===== config.mk =====
export PLATFORM = sky130hd
export DESIGN_NAME = decode_stage
export DESIGN_NICKNAME = d
export VERILOG_FILES = /design/src/rtl/decode_stage.sv
export SDC_FILE = /design/constraint.sdc
export NUM_CORES = 1
export LEC_CHECK = 0
export ABC_AREA = 1
export CAP_MARGIN = 25
export CORE_UTILIZATION = 55
export DETAILED_ROUTE_END_ITERATION = 8
export GPL_TIMING_DRIVEN = 0
export PLACE_DENSITY = 0.88
export RECOVER_POWER = 25
export SLEW_MARGIN = 20
export SYNTH_ARGS = -nofsm -noshare
export SYNTH_HDL_FRONTEND = slang
export SYNTH_SLANG_ARGS = --single-unit
export TNS_END_PERCENT = 20

===== constraint.sdc =====
create_clock -name clk -period 9.3 [get_ports clk]
set_clock_uncertainty 0.05 [all_clocks]
set_input_delay 1.395 -clock clk [delete_from_list [all_inputs] [get_ports clk]]
set_output_delay 1.395 -clock clk [all_outputs]
set_load 0.05 [all_outputs]

===== src/rtl/decode_stage.sv =====
// RV32I decode stage: combinational decode of the incoming instruction word
// feeding a DEPTH-entry FIFO of decoded entries, with a registered head.
module decode_stage #(
  parameter int XLEN  = 32,
  parameter int DEPTH = 4
) (
  input  logic            clk,
  input  logic            rst,
  input  logic            in_valid,
  output logic            in_ready,
  input  logic [31:0]     in_instr,
  input  logic [XLEN-1:0] in_pc,
  input  logic            flush,
  output logic            out_valid,
  input  logic            out_ready,
  output logic [12:0]     out_ctrl,
  output logic [XLEN-1:0] out_imm,
  output logic [XLEN-1:0] out_pc,
  output logic [4:0]      out_rs1,
  output logic [4:0]      out_rs2,
  output logic [4:0]      out_rd,
  output logic            out_illegal,
  output logic [15:0]     illegal_cnt
);

  localparam int AW = $clog2(DEPTH);
  localparam int CW = AW + 1;

  localparam logic [6:0] OP_R    = 7'b0110011;
  localparam logic [6:0] OP_I    = 7'b0010011;
  localparam logic [6:0] OP_LOAD = 7'b0000011;
  localparam logic [6:0] OP_ST   = 7'b0100011;
  localparam logic [6:0] OP_BR   = 7'b1100011;
  localparam logic [6:0] OP_JAL  = 7'b1101111;
  localparam logic [6:0] OP_JALR = 7'b1100111;

  typedef struct packed {
    logic            illegal;
    logic [4:0]      rs1;
    logic [4:0]      rs2;
    logic [4:0]      rd;
    logic [XLEN-1:0] pc;
    logic [XLEN-1:0] imm;
    logic [12:0]     ctrl;
  } entry_t;

  // ALU operation from funct3; sub only exists for R-type, sra for both.
  function automatic logic [3:0] alu_op_f(input logic [2:0] f3,
                                          input logic       bit30,
                                          input logic       is_r);
    logic [3:0] op;
    case (f3)
      3'b000:  op = (is_r && bit30) ? 4'd8 : 4'd0;
      3'b101:  op = bit30 ? 4'd13 : 4'd5;
      default: op = {1'b0, f3};
    endcase
    return op;
  endfunction

  logic [6:0]      opcode;
  logic [2:0]      funct3;
  logic [XLEN-1:0] imm_i, imm_s, imm_b, imm_j;

  assign opcode = in_instr[6:0];
  assign funct3 = in_instr[14:12];
  assign imm_i  = {{(XLEN-12){in_instr[31]}}, in_instr[31:20]};
  assign imm_s  = {{(XLEN-12){in_instr[31]}}, in_instr[31:25], in_instr[11:7]};
  assign imm_b  = {{(XLEN-13){in_instr[31]}}, in_instr[31], in_instr[7],
                   in_instr[30:25], in_instr[11:8], 1'b0};
  assign imm_j  = {{(XLEN-21){in_instr[31]}}, in_instr[31], in_instr[19:12],
                   in_instr[20], in_instr[30:21], 1'b0};

  entry_t dec;

  // Decode the offered instruction into a queue entry.
  always_comb begin
    // NOTE: every field gets a default first so no path leaves it unassigned (no latch).
    dec         = '0;
    dec.pc      = in_pc;
    dec.rs1     = in_instr[19:15];
    dec.rs2     = in_instr[24:20];
    dec.rd      = in_instr[11:7];
    case (opcode)
      OP_R: begin
        dec.ctrl[3:0] = alu_op_f(funct3, in_instr[30], 1'b1);
        dec.ctrl[5]   = 1'b1;
      end
      OP_I: begin
        dec.ctrl[3:0] = alu_op_f(funct3, in_instr[30], 1'b0);
        dec.ctrl[5]   = 1'b1;
        dec.ctrl[4]   = 1'b1;
        dec.imm       = imm_i;
      end
      OP_LOAD: begin
        dec.ctrl[8] = 1'b1;
        dec.ctrl[6] = 1'b1;
        dec.ctrl[5] = 1'b1;
        dec.ctrl[4] = 1'b1;
        dec.imm     = imm_i;
      end
      OP_ST: begin
        dec.ctrl[7] = 1'b1;
        dec.ctrl[4] = 1'b1;
        dec.imm     = imm_s;
      end
      OP_BR: begin
        if (funct3 == 3'b000 || funct3 == 3'b001) begin
          dec.ctrl[9]  = 1'b1;
          dec.ctrl[12] = (funct3 == 3'b001);
          dec.imm      = imm_b;
        end else begin
          dec.illegal = 1'b1;
        end
      end
      OP_JAL: begin
        dec.ctrl[11] = 1'b1;
        dec.ctrl[5]  = 1'b1;
        dec.imm      = imm_j;
      end
      OP_JALR: begin
        dec.ctrl[10] = 1'b1;
        dec.ctrl[5]  = 1'b1;
        dec.ctrl[4]  = 1'b1;
        dec.imm      = imm_i;
      end
      default: dec.illegal = 1'b1;
    endcase
  end

  entry_t         mem_q [DEPTH];
  logic [AW-1:0]  wr_ptr_q, wr_ptr_d, rd_ptr_q, rd_ptr_d, rd_nxt;
  logic [CW-1:0]  count_q, count_d;
  entry_t         head_q, head_d;
  logic           valid_q, valid_d;
  logic [15:0]    cnt_q, cnt_d;
  logic           full, push, pop;

  assign full     = (count_q == CW'(DEPTH));
  assign in_ready = !full && !rst;
  assign push     = in_valid && in_ready && !flush;
  assign pop      = valid_q && out_ready && !flush;
  assign rd_nxt   = rd_ptr_q + AW'(1);

  // Next-state for pointers, occupancy, registered head and illegal counter.
  always_comb begin
    wr_ptr_d = wr_ptr_q;
    rd_ptr_d = rd_ptr_q;
    count_d  = count_q;
    head_d   = head_q;
    cnt_d    = cnt_q;
    if (flush) begin
      wr_ptr_d = '0;
      rd_ptr_d = '0;
      count_d  = '0;
    end else begin
      if (push) wr_ptr_d = wr_ptr_q + AW'(1);
      if (pop)  rd_ptr_d = rd_nxt;
      count_d = count_q + CW'(push) - CW'(pop);
      // The head register tracks whichever entry is at the front after this edge.
      if (count_d != '0) begin
        if (count_q == '0 || (pop && count_q == CW'(1))) head_d = dec;
        else if (pop)                                    head_d = mem_q[rd_nxt];
      end
      if (push && dec.illegal && cnt_q != 16'hFFFF) cnt_d = cnt_q + 16'd1;
    end
    valid_d = (count_d != '0);
  end

  // Queue storage; written only on an accepted push.
  // NOTE: storage is not reset; occupancy and pointers alone define which slots are live.
  always_ff @(posedge clk) begin
    if (push) mem_q[wr_ptr_q] <= dec;
  end

  // Control state and registered head, cleared asynchronously by rst.
  always_ff @(posedge clk or posedge rst) begin
    // NOTE: non-blocking assignments so every flop samples pre-edge values.
    if (rst) begin
      wr_ptr_q <= '0;
      rd_ptr_q <= '0;
      count_q  <= '0;
      head_q   <= '0;
      valid_q  <= 1'b0;
      cnt_q    <= '0;
    end else begin
      wr_ptr_q <= wr_ptr_d;
      rd_ptr_q <= rd_ptr_d;
      count_q  <= count_d;
      head_q   <= head_d;
      valid_q  <= valid_d;
      cnt_q    <= cnt_d;
    end
  end

  assign out_valid   = valid_q;
  assign out_ctrl    = head_q.ctrl;
  assign out_imm     = head_q.imm;
  assign out_pc      = head_q.pc;
  assign out_rs1     = head_q.rs1;
  assign out_rs2     = head_q.rs2;
  assign out_rd      = head_q.rd;
  assign out_illegal = head_q.illegal;
  assign illegal_cnt = cnt_q;

endmodule

Word-level counts from Yosys, hierarchy flattened:

Memory sizes are Yosys's and may differ from the RTL's.
Index checks and enable logic that the tools add are counted.

* register bits after elaboration: 117
* latch bits: 0
* bits in writable memories: 372
* ROM bits: 0
* input port bits: 69
* output and inout bits: 111
* word-level logic and storage cells: 84
* memories kept: 1

Memories
* mem_q: words 4, width 93, rd ports 1, clocked after memory_dff 0, write ports 1, line 130 `entry_t mem_q [DEPTH];`

* $add $sub $neg: 5
* $mul: 0
* divide/modulo/power cells: 0
* $lt $le $gt $ge: 0
* equality and inequality tests: 12
* shifts and indexed selects: 0
* muxes and demuxes: 27
* bitwise operators: 1
* reduce and logical (&&, ||, !) cells: 26

Operator list (count)
* 2-to-1 mux 93 bit: 2
* case mux 32 bit (4 select lines): 1
* 2-to-1 mux 33 bit: 1
* case mux 4 bit (2 select lines): 3
* equality test 7 bit, second input constant: 3
* adder 16 x 1 -> 16 bit, second input constant: 1
* inequality test 16 bit, second input constant: 1
* equality test 7 x 6 -> 1 bit, second input constant: 2
* 2-to-1 mux 1 bit: 12
* logical AND 1 bit: 8
* 2-to-1 mux 2 bit: 4
* 2-to-1 mux 4 bit: 2
* equality test 7 x 2 -> 1 bit, second input constant: 1
* equality test 7 x 5 -> 1 bit, second input constant: 1
* equality test 3 x 1 -> 1 bit, second input constant: 2
* equality test 3 bit, second input constant: 2
* zero test 3 bit: 2
* nonzero test 2 bit: 3
* nonzero test 3 bit: 2
* OR reduction 6 bit: 1
* OR reduction 5 bit: 1
* adder 2 x 1 -> 2 bit, second input constant: 2
* OR reduction 4 bit: 1
* adder 3 x 1 -> 3 bit: 1
* other kinds (9): 12

Depth between registers and ports, before layout:

* depth in word-level cells: 9
* gate-level depth with buffers: 18
* depth with buffers taken out: 16

Worst setup path before layout:

Ideal clock, no wire load.

* kind: input-to-reg
* from: in rst
* to: mem mem_q[0][0] (netlist name), enable pin
* library setup time: 0.521 ns
* data arrival time: 5.404 ns
* data required time: 8.729 ns
* slack: 3.325 ns
* stages on the path: 3
* buffers on the path: 0
* cell sequence: a21oi_4 > nand3_4 > nor2_1

* word-level cells in the longest chain between the ends: 6

Ends and longest elaborated chain
* start, declared: line 8 `input logic rst,`
* zero test 1 bit (no source line)
* logical AND 1 bit: line 139 `assign in_ready = !full && !rst;`
* logical AND 1 bit (2 in a row): line 140 `assign push = in_valid && in_ready && !flush;`
* 2-to-1 mux 1 bit: line 172 `if (push) mem_q[wr_ptr_q] <= dec;`
* 2-to-1 mux 1 bit (not written as such): line 172
* end, declared: line 130

Every way passes these cells.

Worst setup path after layout:

* from: in rst
* to: out in_ready

* word-level cells in the longest chain between the ends: 2

Ends and longest elaborated chain
* zero test 1 bit (no source line)
* logical AND 1 bit: line 139
* end, declared: line 10 `output logic in_ready,`

Every way passes these cells.

==> impl_metrics.ini <==
[worst_setup_path]
end_kind = output pin
crit_fanout = 3
max_stage_delay_ns = 0.83
cp_slowest_cell = clkdlybuf4s50_1
cp.arrival_ns = 3.00
critPathTopFamily = buffers and inverters
critPathKind = in2out
timing.critical_path.buf_inv = 2
cp_cell_sequence = dlygate4sd3_1 > a21oi_4 > clkdlybuf4s50_1
cp.required_ns = 7.86
cp-start-kind = primary input

[global_route]
gr-total-overflow = 0
grt_antenna_before_repair = 7
grt_pass1_vias = 14800
grt_use_total = 0.302
grt_max_degree = 70
grt_pass1_wl_um = 78800

[sta]
worst_pin_slew_ns = 1.73
maxClockFrequency_ghz = 0.225
finalCriticalPeriod_ns = 4.44
slew_viol_final = 37
slew_headroom = -0.159
rsz0062_at_grt = false
finalSetupViolations = 0
setup_tns_ns = 0
post-route-period-util = 0.478
timing_hold_violations_final = 0

[synth]
syn_nets = 1941
synth_common_cells = nand2_1, edfxtp_1, nand3_1, dfrtp_1, nor2_1
synth_warnings = 0
synthCells = 1864
yosysTopAreaCell = edfxtp_1
seq_area_frac_synth = 0.663
ys_ff_latch = 429
synth.top_cell.area_share = 0.522
synth.most_common_cell = nand2_1
synth-edff-count = 324
ys_top_cells_by_area = edfxtp_1, nand2_1, dfrtp_1, nand3_1, nor2_1
synthArstFlopShare = 0.245
yosysUniqueCellTypes = 35
syn_area_um2 = 18600
synth_ff_type = edfxtp_1
syn_avg_cell_area_um2 = 10.0

[clock_tree]
holdBufCountCts = 0
clk_path_buf_depth = 3
cts_tree = done
cts_resized = 0
cts_buffers = 43
numClockSinks = 429
cts_root_buf = clkbuf_16
worstSkewPairLatency_ns = 0.54
cts.clk_slew.worst_paths_ns = 0.06
cts_max_level = 2
post-cts-setup-buffer-count = 0

[die]
start_util = 0.557
coreArea_um2 = 33400
io_pins = 180
die_area_um2 = 34600
core.rowCount = 67
die_w_um = 186
die_h_um = 186

[layout]
final_core_util = 0.683
areaGrowthSynthToFinish_pct = 22.6
drive_gt1_frac = 0.100
nNetsFinal = 2180

[detailed_routing]
ant_nets = 0
drt_pass1_iterations = 6
post_drt_wl_per_cell_um = 19.8
vias_per_cell = 5.69
dr_total_vias = 14700
drt_iter0_markers = 1788
drt_wl_total_um = 51400
drc = 0

[power_and_ir_drop]
p_leak_nw = 9.91
p_int_mw = 4.10
ir_drop_v = 0.000210
swShare = 0.390
pwr-share-seq = 0.357
powerDensity_nw_per_um2 = 295
clock_power_share = 0.267
power.switching_mw = 2.63
p_comb_frac = 0.376

[run]
max-cap-violations = 1

[place]
io_buffers = 179
hpwl_um = 33400
gp_congestion = 0.880

[worst_hold_path]
hp-class = reg2reg

[status]
violations = capacitance limit, slew limit
status = finished, violations left
final cells by class:
| type | count | area (um^2) |
|---|---|---|
| Timing Repair Buffer | 194 | 2130 |
| Multi-Input combinational cell | 1263 | 5480 |
| Clock buffer | 58 | 1230 |
| Sequential cell | 429 | 12400 |
| Inverter | 77 | 290 |
| Tap cell | 448 | 561 |
| Buffer | 95 | 541 |
| Clock inverter | 21 | 240 |
| Fill cell | 2248 | 10600 |
| Antenna cell | 6 | 15.0 |
path summary, 6_finish.rpt:
path / startpoint / to / slack, ns / depth (start not counted)
setup / recovery: rst / in_ready / 4.86 / 3
hold / removal: out_pc[14] / out_pc[14] / 0.43 / 2
setup reg to reg: count_q[0] / out_imm[0] / 5.85 / 17
hold reg to reg: out_pc[14] / out_pc[14] / 0.43 / 2
max in group asynchronous: rst / out_imm[12] / 6.44 / 3
min in group asynchronous: rst / illegal_cnt[1] / 1.75 / 2
metal layers:
| metal | GRT usage | up-vias | part of all wire |
|---|---|---|---|
| met5 | 0 | - | 0.00082 |
| met4 | 0.154 | 6 | 0.049 |
| met3 | 0.0675 | 212 | 0.12 |
| met2 | 0.500 | 1075 | 0.48 |
| met1 | 0.372 | 6854 | 0.35 |
| li1 | - | 6594 | - |
cell families after synthesis:
family | count (synthesis) | synth area share
adders and majority gates | 8 | 0.00577
and+or+nand+nor | 1145 | 0.252
buffers and inverters | 172 | 0.0445
DFF | 429 | 0.663
xor gates and xnor gates | 13 | 0.00611
AOI/OAI and AO/OA | 97 | 0.0288
tightest hold or removal path: stages (launching register included):
cell     delay (ns)
dfrtp_1        0.34
nand2_1        0.05
nand2_1        0.05
sequential cells by signal (all words and copies together) (netlist names):
register	cells
count_q	3
illegal_cnt	16
mem_q	324
out_ctrl	12
out_illegal	1
out_imm	21
out_pc	32
out_rd	5
out_rs1	5
out_rs2	5
out_valid	1
rd_ptr_q	2
wr_ptr_q	2
cells in the final DEF (no fill, tap or decap), drive strengths merged:
cell type and count:
a22oi 1, diode 6, clkdlybuf4s50 131, clkinvlp 3
xnor2 6, buf 84, dlygate4sd3 48, nand4 17
inv 77, a21oi 37, dfrtp 105, clkbuf 84
o211ai 2, xor2 7, clkinv 13, nand2 902
bufinv 5, o21ai 53, nor3 24, nand3 109
nor2 92, fa 1, edfxtp 324, ha 7
o31ai 2, o22ai 2, nand3b 1
metrics by stage:
stage	cell area (um^2)	power [mW]	hold WS (ns)	instances	worst slack [ns]
2_1_floorplan	18600	4.04	0.464	1864	3.32
3_3_place_gp	21000	4.83	0.411	2491	0.435
3_5_place_dp	21400	4.91	0.415	2506	4.54
4_1_cts	22800	6.72	0.431	2585	4.89
5_1_grt	22800	6.99	0.453	2588	4.82
6_report	22900	6.73	0.425	2591	4.86
power by group through the flow:
| stage | registers [mW] | clock network [mW] | logic (mW) |
|---|---|---|---|
| after global routing | 2.42 | 1.88 | 2.69 |
| after global placement | 2.43 | 0 | 2.40 |
| after detailed placement | 2.43 | 0 | 2.48 |
| after CTS | 2.40 | 1.81 | 2.52 |
| after floorplan | 2.96 | 0 | 1.08 |
| final | 2.40 | 1.80 | 2.53 |
No activity file was read; power rests on OpenSTA's default activity.
